===== src/rtl/hs_pkg.sv =====
// Shared definitions for the two-input round-robin handshake merge controller.
//   - hs_state_e      : arbiter FSM states (2-bit encoding)
//   - req_idx_t       : index of a requester (0 or 1)
//   - SYNC_STAGES_MIN : shallowest synchroniser that still guards against metastability
`timescale 1ns/1ps
package hs_pkg;

    localparam int SYNC_STAGES_MIN = 2;

    typedef enum logic [1:0] {
        IDLE     = 2'd0,
        LOAD     = 2'd1,
        REQ      = 2'd2,
        WAIT_ACK = 2'd3
    } hs_state_e;

    typedef logic req_idx_t;

endpackage


===== src/rtl/hs_rr_merge_ctrl_if.sv =====
// Bundle of every handshake/data signal around the merge controller.
//   io_In0_* / io_In1_* : two bundled-data 2-phase producer channels
//   io_Out_*            : merged 2-phase consumer channel
//   io_Grant, io_Busy   : status
// Modports:
//   master : the merge controller itself
//   slave  : the surrounding environment (producers + consumer)
`timescale 1ns/1ps
interface hs_rr_merge_ctrl_if #(
    parameter int DATA_W = 8
);
    logic              io_In0_HS_Req;
    logic              io_In0_HS_Ack;
    logic [DATA_W-1:0] io_In0_Data;
    logic              io_In1_HS_Req;
    logic              io_In1_HS_Ack;
    logic [DATA_W-1:0] io_In1_Data;
    logic              io_Out_HS_Req;
    logic              io_Out_HS_Ack;
    logic [DATA_W-1:0] io_Out_Data;
    logic              io_Grant;
    logic              io_Busy;

    modport master (
        input  io_In0_HS_Req, io_In0_Data,
        input  io_In1_HS_Req, io_In1_Data,
        input  io_Out_HS_Ack,
        output io_In0_HS_Ack, io_In1_HS_Ack,
        output io_Out_HS_Req, io_Out_Data,
        output io_Grant, io_Busy
    );

    modport slave (
        output io_In0_HS_Req, io_In0_Data,
        output io_In1_HS_Req, io_In1_Data,
        output io_Out_HS_Ack,
        input  io_In0_HS_Ack, io_In1_HS_Ack,
        input  io_Out_HS_Req, io_Out_Data,
        input  io_Grant, io_Busy
    );
endinterface


===== src/rtl/hs_sync.sv =====
// N-stage bit synchroniser, all flops cleared by the synchronous reset.
// Ports:
//   clock, reset : destination clock and synchronous active-high reset
//   d            : asynchronous input level
//   q            : synchronised level, SYNC_STAGES clocks behind d
// Depths below SYNC_STAGES_MIN are raised to SYNC_STAGES_MIN.
`timescale 1ns/1ps
module hs_sync
    import hs_pkg::*;
#(
    parameter int SYNC_STAGES = 2
) (
    input  logic clock,
    input  logic reset,
    input  logic d,
    output logic q
);

    localparam int DEPTH = (SYNC_STAGES < SYNC_STAGES_MIN) ? SYNC_STAGES_MIN : SYNC_STAGES;

    logic [DEPTH-1:0] sr;

    always_ff @(posedge clock) begin
        if (reset) begin
            sr <= '0;
        end else begin
            sr <= {sr[DEPTH-2:0], d};
        end
    end

    assign q = sr[DEPTH-1];

endmodule


===== src/rtl/hs_rr_merge_ctrl.sv =====
// Round-robin merge of two asynchronous 2-phase bundled-data producers onto one
// 2-phase output channel.
// Ports:
//   clock, reset : single clock, synchronous active-high reset
//   bus          : hs_rr_merge_ctrl_if.master (producer req/ack/data, merged
//                  output req/ack/data, io_Grant, io_Busy)
// A token is accepted from one requester at a time: its data is registered,
// the output request toggles one cycle later, and the requester's ack toggles
// once the consumer has acknowledged the output token.
`timescale 1ns/1ps
module hs_rr_merge_ctrl
    import hs_pkg::*;
#(
    parameter int DATA_W      = 8,
    parameter int SYNC_STAGES = 2
) (
    input  logic                  clock,
    input  logic                  reset,
    hs_rr_merge_ctrl_if.master    bus
);

    localparam logic [1:0] S_IDLE     = IDLE;
    localparam logic [1:0] S_LOAD     = LOAD;
    localparam logic [1:0] S_REQ      = REQ;
    localparam logic [1:0] S_WAIT_ACK = WAIT_ACK;

    logic              req0_s;
    logic              req1_s;
    logic              out_ack_s;

    logic [1:0]        state_q;
    logic              ack0_q;
    logic              ack1_q;
    logic              out_req_q;
    logic [DATA_W-1:0] out_data_q;
    req_idx_t          grant_q;
    req_idx_t          rr_ptr_q;

    logic              pend0;
    logic              pend1;
    logic              out_pend;
    req_idx_t          pick;

    hs_sync #(.SYNC_STAGES(SYNC_STAGES)) u_sync_req0 (
        .clock (clock),
        .reset (reset),
        .d     (bus.io_In0_HS_Req),
        .q     (req0_s)
    );

    hs_sync #(.SYNC_STAGES(SYNC_STAGES)) u_sync_req1 (
        .clock (clock),
        .reset (reset),
        .d     (bus.io_In1_HS_Req),
        .q     (req1_s)
    );

    hs_sync #(.SYNC_STAGES(SYNC_STAGES)) u_sync_out_ack (
        .clock (clock),
        .reset (reset),
        .d     (bus.io_Out_HS_Ack),
        .q     (out_ack_s)
    );

    // 2-phase: a channel holds a token whenever its req and ack levels differ.
    assign pend0    = req0_s ^ ack0_q;
    assign pend1    = req1_s ^ ack1_q;
    assign out_pend = out_req_q ^ out_ack_s;

    // A lone pending input wins outright; a tie goes to the round-robin pointer.
    assign pick = (pend0 && pend1) ? rr_ptr_q : pend1;

    always_ff @(posedge clock) begin
        if (reset) begin
            state_q    <= S_IDLE;
            ack0_q     <= 1'b0;
            ack1_q     <= 1'b0;
            out_req_q  <= 1'b0;
            out_data_q <= '0;
            grant_q    <= 1'b0;
            rr_ptr_q   <= 1'b0;
        end else begin
            case (state_q)
                S_IDLE: begin
                    if (pend0 || pend1) begin
                        out_data_q <= pick ? bus.io_In1_Data : bus.io_In0_Data;
                        grant_q    <= pick;
                        state_q    <= S_LOAD;
                    end
                end
                S_LOAD: begin
                    // Data was registered on the previous edge, so the request
                    // edge launched here trails it by a full cycle of setup.
                    out_req_q <= ~out_req_q;
                    state_q   <= S_REQ;
                end
                S_REQ: begin
                    state_q <= S_WAIT_ACK;
                end
                S_WAIT_ACK: begin
                    if (!out_pend) begin
                        if (grant_q) begin
                            ack1_q <= ~ack1_q;
                        end else begin
                            ack0_q <= ~ack0_q;
                        end
                        rr_ptr_q <= ~grant_q;
                        state_q  <= S_IDLE;
                    end
                end
                default: begin
                    state_q <= S_IDLE;
                end
            endcase
        end
    end

    assign bus.io_In0_HS_Ack = ack0_q;
    assign bus.io_In1_HS_Ack = ack1_q;
    assign bus.io_Out_HS_Req = out_req_q;
    assign bus.io_Out_Data   = out_data_q;
    assign bus.io_Grant      = grant_q;
    assign bus.io_Busy       = (state_q != S_IDLE);

endmodule


===== src/flat_wrapper.sv =====
// flat-port wrapper written by rule: the top's interface ports become plain ports
module hs_rr_merge_ctrl_flat import hs_pkg::*;
#(
    parameter int DATA_W      = 8,
    parameter int SYNC_STAGES = 2
)
  (clock, reset, bus_io_In0_HS_Req, bus_io_In0_Data, bus_io_In1_HS_Req, bus_io_In1_Data, bus_io_Out_HS_Ack, bus_io_In0_HS_Ack, bus_io_In1_HS_Ack, bus_io_Out_HS_Req, bus_io_Out_Data, bus_io_Grant, bus_io_Busy);
  hs_rr_merge_ctrl_if #(.DATA_W(DATA_W)) bus_i ();
  input  logic clock;
  input  logic reset;
  input wire logic [$bits(bus_i.io_In0_HS_Req)-1:0] bus_io_In0_HS_Req;
  input wire logic [$bits(bus_i.io_In0_Data)-1:0] bus_io_In0_Data;
  input wire logic [$bits(bus_i.io_In1_HS_Req)-1:0] bus_io_In1_HS_Req;
  input wire logic [$bits(bus_i.io_In1_Data)-1:0] bus_io_In1_Data;
  input wire logic [$bits(bus_i.io_Out_HS_Ack)-1:0] bus_io_Out_HS_Ack;
  output wire logic [$bits(bus_i.io_In0_HS_Ack)-1:0] bus_io_In0_HS_Ack;
  output wire logic [$bits(bus_i.io_In1_HS_Ack)-1:0] bus_io_In1_HS_Ack;
  output wire logic [$bits(bus_i.io_Out_HS_Req)-1:0] bus_io_Out_HS_Req;
  output wire logic [$bits(bus_i.io_Out_Data)-1:0] bus_io_Out_Data;
  output wire logic [$bits(bus_i.io_Grant)-1:0] bus_io_Grant;
  output wire logic [$bits(bus_i.io_Busy)-1:0] bus_io_Busy;
  assign bus_i.io_In0_HS_Req = bus_io_In0_HS_Req;
  assign bus_i.io_In0_Data = bus_io_In0_Data;
  assign bus_i.io_In1_HS_Req = bus_io_In1_HS_Req;
  assign bus_i.io_In1_Data = bus_io_In1_Data;
  assign bus_i.io_Out_HS_Ack = bus_io_Out_HS_Ack;
  assign bus_io_In0_HS_Ack = bus_i.io_In0_HS_Ack;
  assign bus_io_In1_HS_Ack = bus_i.io_In1_HS_Ack;
  assign bus_io_Out_HS_Req = bus_i.io_Out_HS_Req;
  assign bus_io_Out_Data = bus_i.io_Out_Data;
  assign bus_io_Grant = bus_i.io_Grant;
  assign bus_io_Busy = bus_i.io_Busy;
  hs_rr_merge_ctrl #(.DATA_W(DATA_W), .SYNC_STAGES(SYNC_STAGES)) u_core (.clock(clock), .reset(reset), .bus(bus_i));
endmodule

===== config.mk =====
export PLATFORM = sky130hd
export DESIGN_NAME = hs_rr_merge_ctrl_flat
export DESIGN_NICKNAME = d
export VERILOG_FILES = /design/src/rtl/hs_pkg.sv /design/src/rtl/hs_rr_merge_ctrl_if.sv /design/src/rtl/hs_sync.sv /design/src/rtl/hs_rr_merge_ctrl.sv /design/src/flat_wrapper.sv
export SDC_FILE = /design/constraint.sdc
export NUM_CORES = 1
export LEC_CHECK = 0
export CORE_MARGIN = 3
export CORE_UTILIZATION = 45
export DETAILED_ROUTE_END_ITERATION = 7
export DONT_BUFFER_PORTS = 1
export GPL_ROUTABILITY_DRIVEN = 0
export GPL_TIMING_DRIVEN = 0
export HOLD_SLACK_MARGIN = 0.1
export PLACE_DENSITY = 0.61
export SLEW_MARGIN = 20
export SYNTH_ARGS = -nofsm -noshare
export SYNTH_HDL_FRONTEND = slang
export SYNTH_SLANG_ARGS = --single-unit

===== constraint.sdc =====
create_clock -name clock -period 3.8 [get_ports clock]
set_input_delay 0.57 -clock clock [delete_from_list [all_inputs] [get_ports clock]]
set_output_delay 0.57 -clock clock [all_outputs]
set_load 0.005 [all_outputs]

==> results.sh <==
export IMPL_status="completed"
export IMPL_antenna_found_initial=0
export IMPL_slowest_stage="dfxtp_1"
export IMPL_hpwl_mm=1.17
export IMPL_drt_iter0_markers=14
export IMPL_p_leak_nw=0.417
export IMPL_grt_remaining_overflow=0
export IMPL_die_area_mm2=0.00258
export IMPL_nets=121
export IMPL_rows=15
export IMPL_avgSynthCellArea_um2=9.93
export IMPL_setup_viol=0
export IMPL_worst_pin_slew_ns=0.470
export IMPL_ys_seq_elements=21
export IMPL_cts_buffers=3
export IMPL_htree_levels=1
export IMPL_synth_edf_count=0
export IMPL_cts_resized=0
export IMPL_hold_violations=0
export IMPL_synth_area_um2=903
export IMPL_numClockSinks=21
export IMPL_clk_latency_ns=0.30
export IMPL_crit_path_end_kind="primary output"
export IMPL_io_pins=34
export IMPL_postCtsSetupRepairBufs=0
export IMPL_drtAntennaViolNets=0
export IMPL_yosysMostFrequentCell="dfxtp_1"
export IMPL_drv_slew=0
export IMPL_cp_arrival_ns=1.14
export IMPL_vias_per_cell=5.11
export IMPL_synth_top_area_frac=0.465
export IMPL_yosysWarnings=0
export IMPL_cp_cell_sequence="inv_1 > ha_1 > inv_1"
export IMPL_drv_cap=0
export IMPL_internal_power_mw=0.387
export IMPL_tritoncts="yes"
export IMPL_clk_pin_slew_ns=0.11
export IMPL_ctsHoldBuffers=0
export IMPL_route_detailed_drc=0
export IMPL_ir_drop_mv=0.331
export IMPL_fmax_ghz=0.586
export IMPL_ctsRootBufferMaster="clkbuf_4"
export IMPL_synthTopCellsByCount="dfxtp_1 (21), nor2_1 (14), mux2i_1 (10)"
export IMPL_fillers=183
export IMPL_total_power_mw=0.582
export IMPL_fin_crit_ns=1.71
export IMPL_diodes=0
export IMPL_clock_path_buffers=2
export IMPL_seq_power_share=0.512
export IMPL_cp_max_fo=4
export IMPL_synth_top_cell_by_area="dfxtp_1"
export IMPL_setup_tns_ns=0
export IMPL_power_density_mw_per_mm2=606
export IMPL_die_h_um=50.8
export IMPL_drt_total_wl_mm=1.59
export IMPL_fp_dieW_um=50.8
export IMPL_hp_class="input port to flop"
export IMPL_ys_top_cells_by_area="dfxtp_1 (47%), mux2i_1 (11%), a211oi_1 (7.5%)"
export IMPL_io_buffers=0
export IMPL_grt_pass1_vias=552
export IMPL_netSwitchingPower_mw=0.195
export IMPL_cpMostUsedCell="inv_1"
export IMPL_clock_skew_final_ns=0.00219
export IMPL_placeableCoreArea_mm2=0.00180
export IMPL_cp_top_family="flip-flops"
export IMPL_routedWlPerCell_um=13.2
export IMPL_syn_num_nets=116
export IMPL_final_util=0.533
export IMPL_cp_start_kind="flop"
export IMPL_grt_use_total=0.139
export IMPL_synth_cells=91
export IMPL_post_route_period_util=0.449
export IMPL_drive_gt1_frac=0.0632
export IMPL_p_sw_frac=0.335
export IMPL_rsz0062_at_grt="no"
export IMPL_async_flop_share=0
export IMPL_firstDrtPassIters=4
export IMPL_slew_headroom=0.687
export IMPL_crit_type="flop to primary output"
export IMPL_vias=613
export IMPL_area_growth_pct=6.37
export IMPL_cp_slowest_stage_delay_ns=0.40
export IMPL_synth_cell_type_count=19
export IMPL_synthFlopType="dfxtp_1"
export IMPL_grt_pass1_wl_mm=2.63
export IMPL_required_ns=3.23
export IMPL_initial_core_util=0.501
export IMPL_p_comb_frac=0.306
export IMPL_clkPwrFrac=0.182
export IMPL_ys_seq_area_frac=0.465
export IMPL_path_buf_inv=2
export IMPL_grt_max_degree=12
==> per-stage QoR <==
stage                     setup WS (ns)  hold slack (ns)  cells  instance area [um^2]
after global routing               2.00            0.289    120                   961
after detailed placement           2.38            0.429    116                   935
final                              2.09            0.321    120                   961
after floorplan                    2.51            0.414     91                   903
after CTS                          2.08            0.306    120                   961
after global placement             2.38            0.417    116                   935
==> per-layer routing <==
metal | global-route usage | wire length [um] | vias up
li1 | - | - | 314
met1 | 0.160 | 671 | 274
met2 | 0.226 | 764 | 23
met3 | 0.0682 | 140 | 2
met4 | 0.0404 | 12 | 0
met5 | 0 | 0 | -
==> path summary, 6_finish.rpt <==
kind | to | cells after the start | slack [ns] | from
hold / removal | u_core.u_sync_req0.sr[1]$_SDFF_PP0_ | 1 | 0.32 | reset
hold reg to reg | u_core.u_sync_out_ack.sr[1]$_SDFF_PP0_ | 1 | 0.45 | u_core.u_sync_out_ack.sr[0]$_SDFF_PP0_
setup / recovery | bus_io_Busy | 3 | 2.09 | u_core.state_q[0]$_SDFFE_PP0P_
setup reg to reg | u_core.state_q[1]$_SDFFE_PP0P_ | 6 | 2.34 | u_core.state_q[0]$_SDFFE_PP0P_
==> state kept, by name, summed over array words and instances (netlist names) <==
name and flops:
u_core.bus.io_Grant 1, u_core.bus.io_In0_HS_Ack 1, u_core.bus.io_In1_HS_Ack 1, u_core.bus.io_Out_Data 8
u_core.bus.io_Out_HS_Req 1, u_core.rr_ptr_q 1, u_core.state_q 2, u_core.u_sync_out_ack.sr 2
u_core.u_sync_req0.sr 2, u_core.u_sync_req1.sr 2
==> area by class of cell <==
| type | instances | area (um^2) | share of cell area |
|---|---|---|---|
| Multi-Input combinational cell | 60 | 430 | 0.448 |
| Tap cell | 25 | 31.3 | 0.0326 |
| Buffer | 5 | 33.8 | 0.0352 |
| Inverter | 5 | 18.8 | 0.0195 |
| Sequential cell | 21 | 420 | 0.437 |
| Clock buffer | 4 | 26.3 | 0.0273 |
==> cells by family after synthesis <==
logic type | synth area share
AO/OA/AOI/OAI | 0.105
XOR/XNOR | 0.0776
adder cells (fa/ha/maj) | 0.0554
buffers and inverters | 0.0582
flip-flops | 0.465
multiplexers | 0.111
AND/OR/NAND/NOR | 0.127
==> cells in the final DEF (no fill, tap or decap), drive strengths merged, types with 2 or more instances in the layout <==
| master | instances |
|---|---|
| buf | 3 |
| nor2 | 14 |
| inv | 5 |
| a211oi | 9 |
| clkbuf | 6 |
| dfxtp | 21 |
| mux2i | 10 |
| nor3 | 2 |
| nor2b | 7 |
| xnor2 | 4 |
| xor2 | 4 |
| ha | 4 |
==> power by group through the flow <==
stage	Clock, mW	Sequential, mW	Combinational [mW]
finish	0.106	0.298	0.178
detailed placement	0	0.304	0.178
floorplan	0	0.295	0.151
global route	0.123	0.305	0.206
global placement	0	0.303	0.172
CTS	0.112	0.300	0.180
No activity file was read; power rests on OpenSTA's default activity.
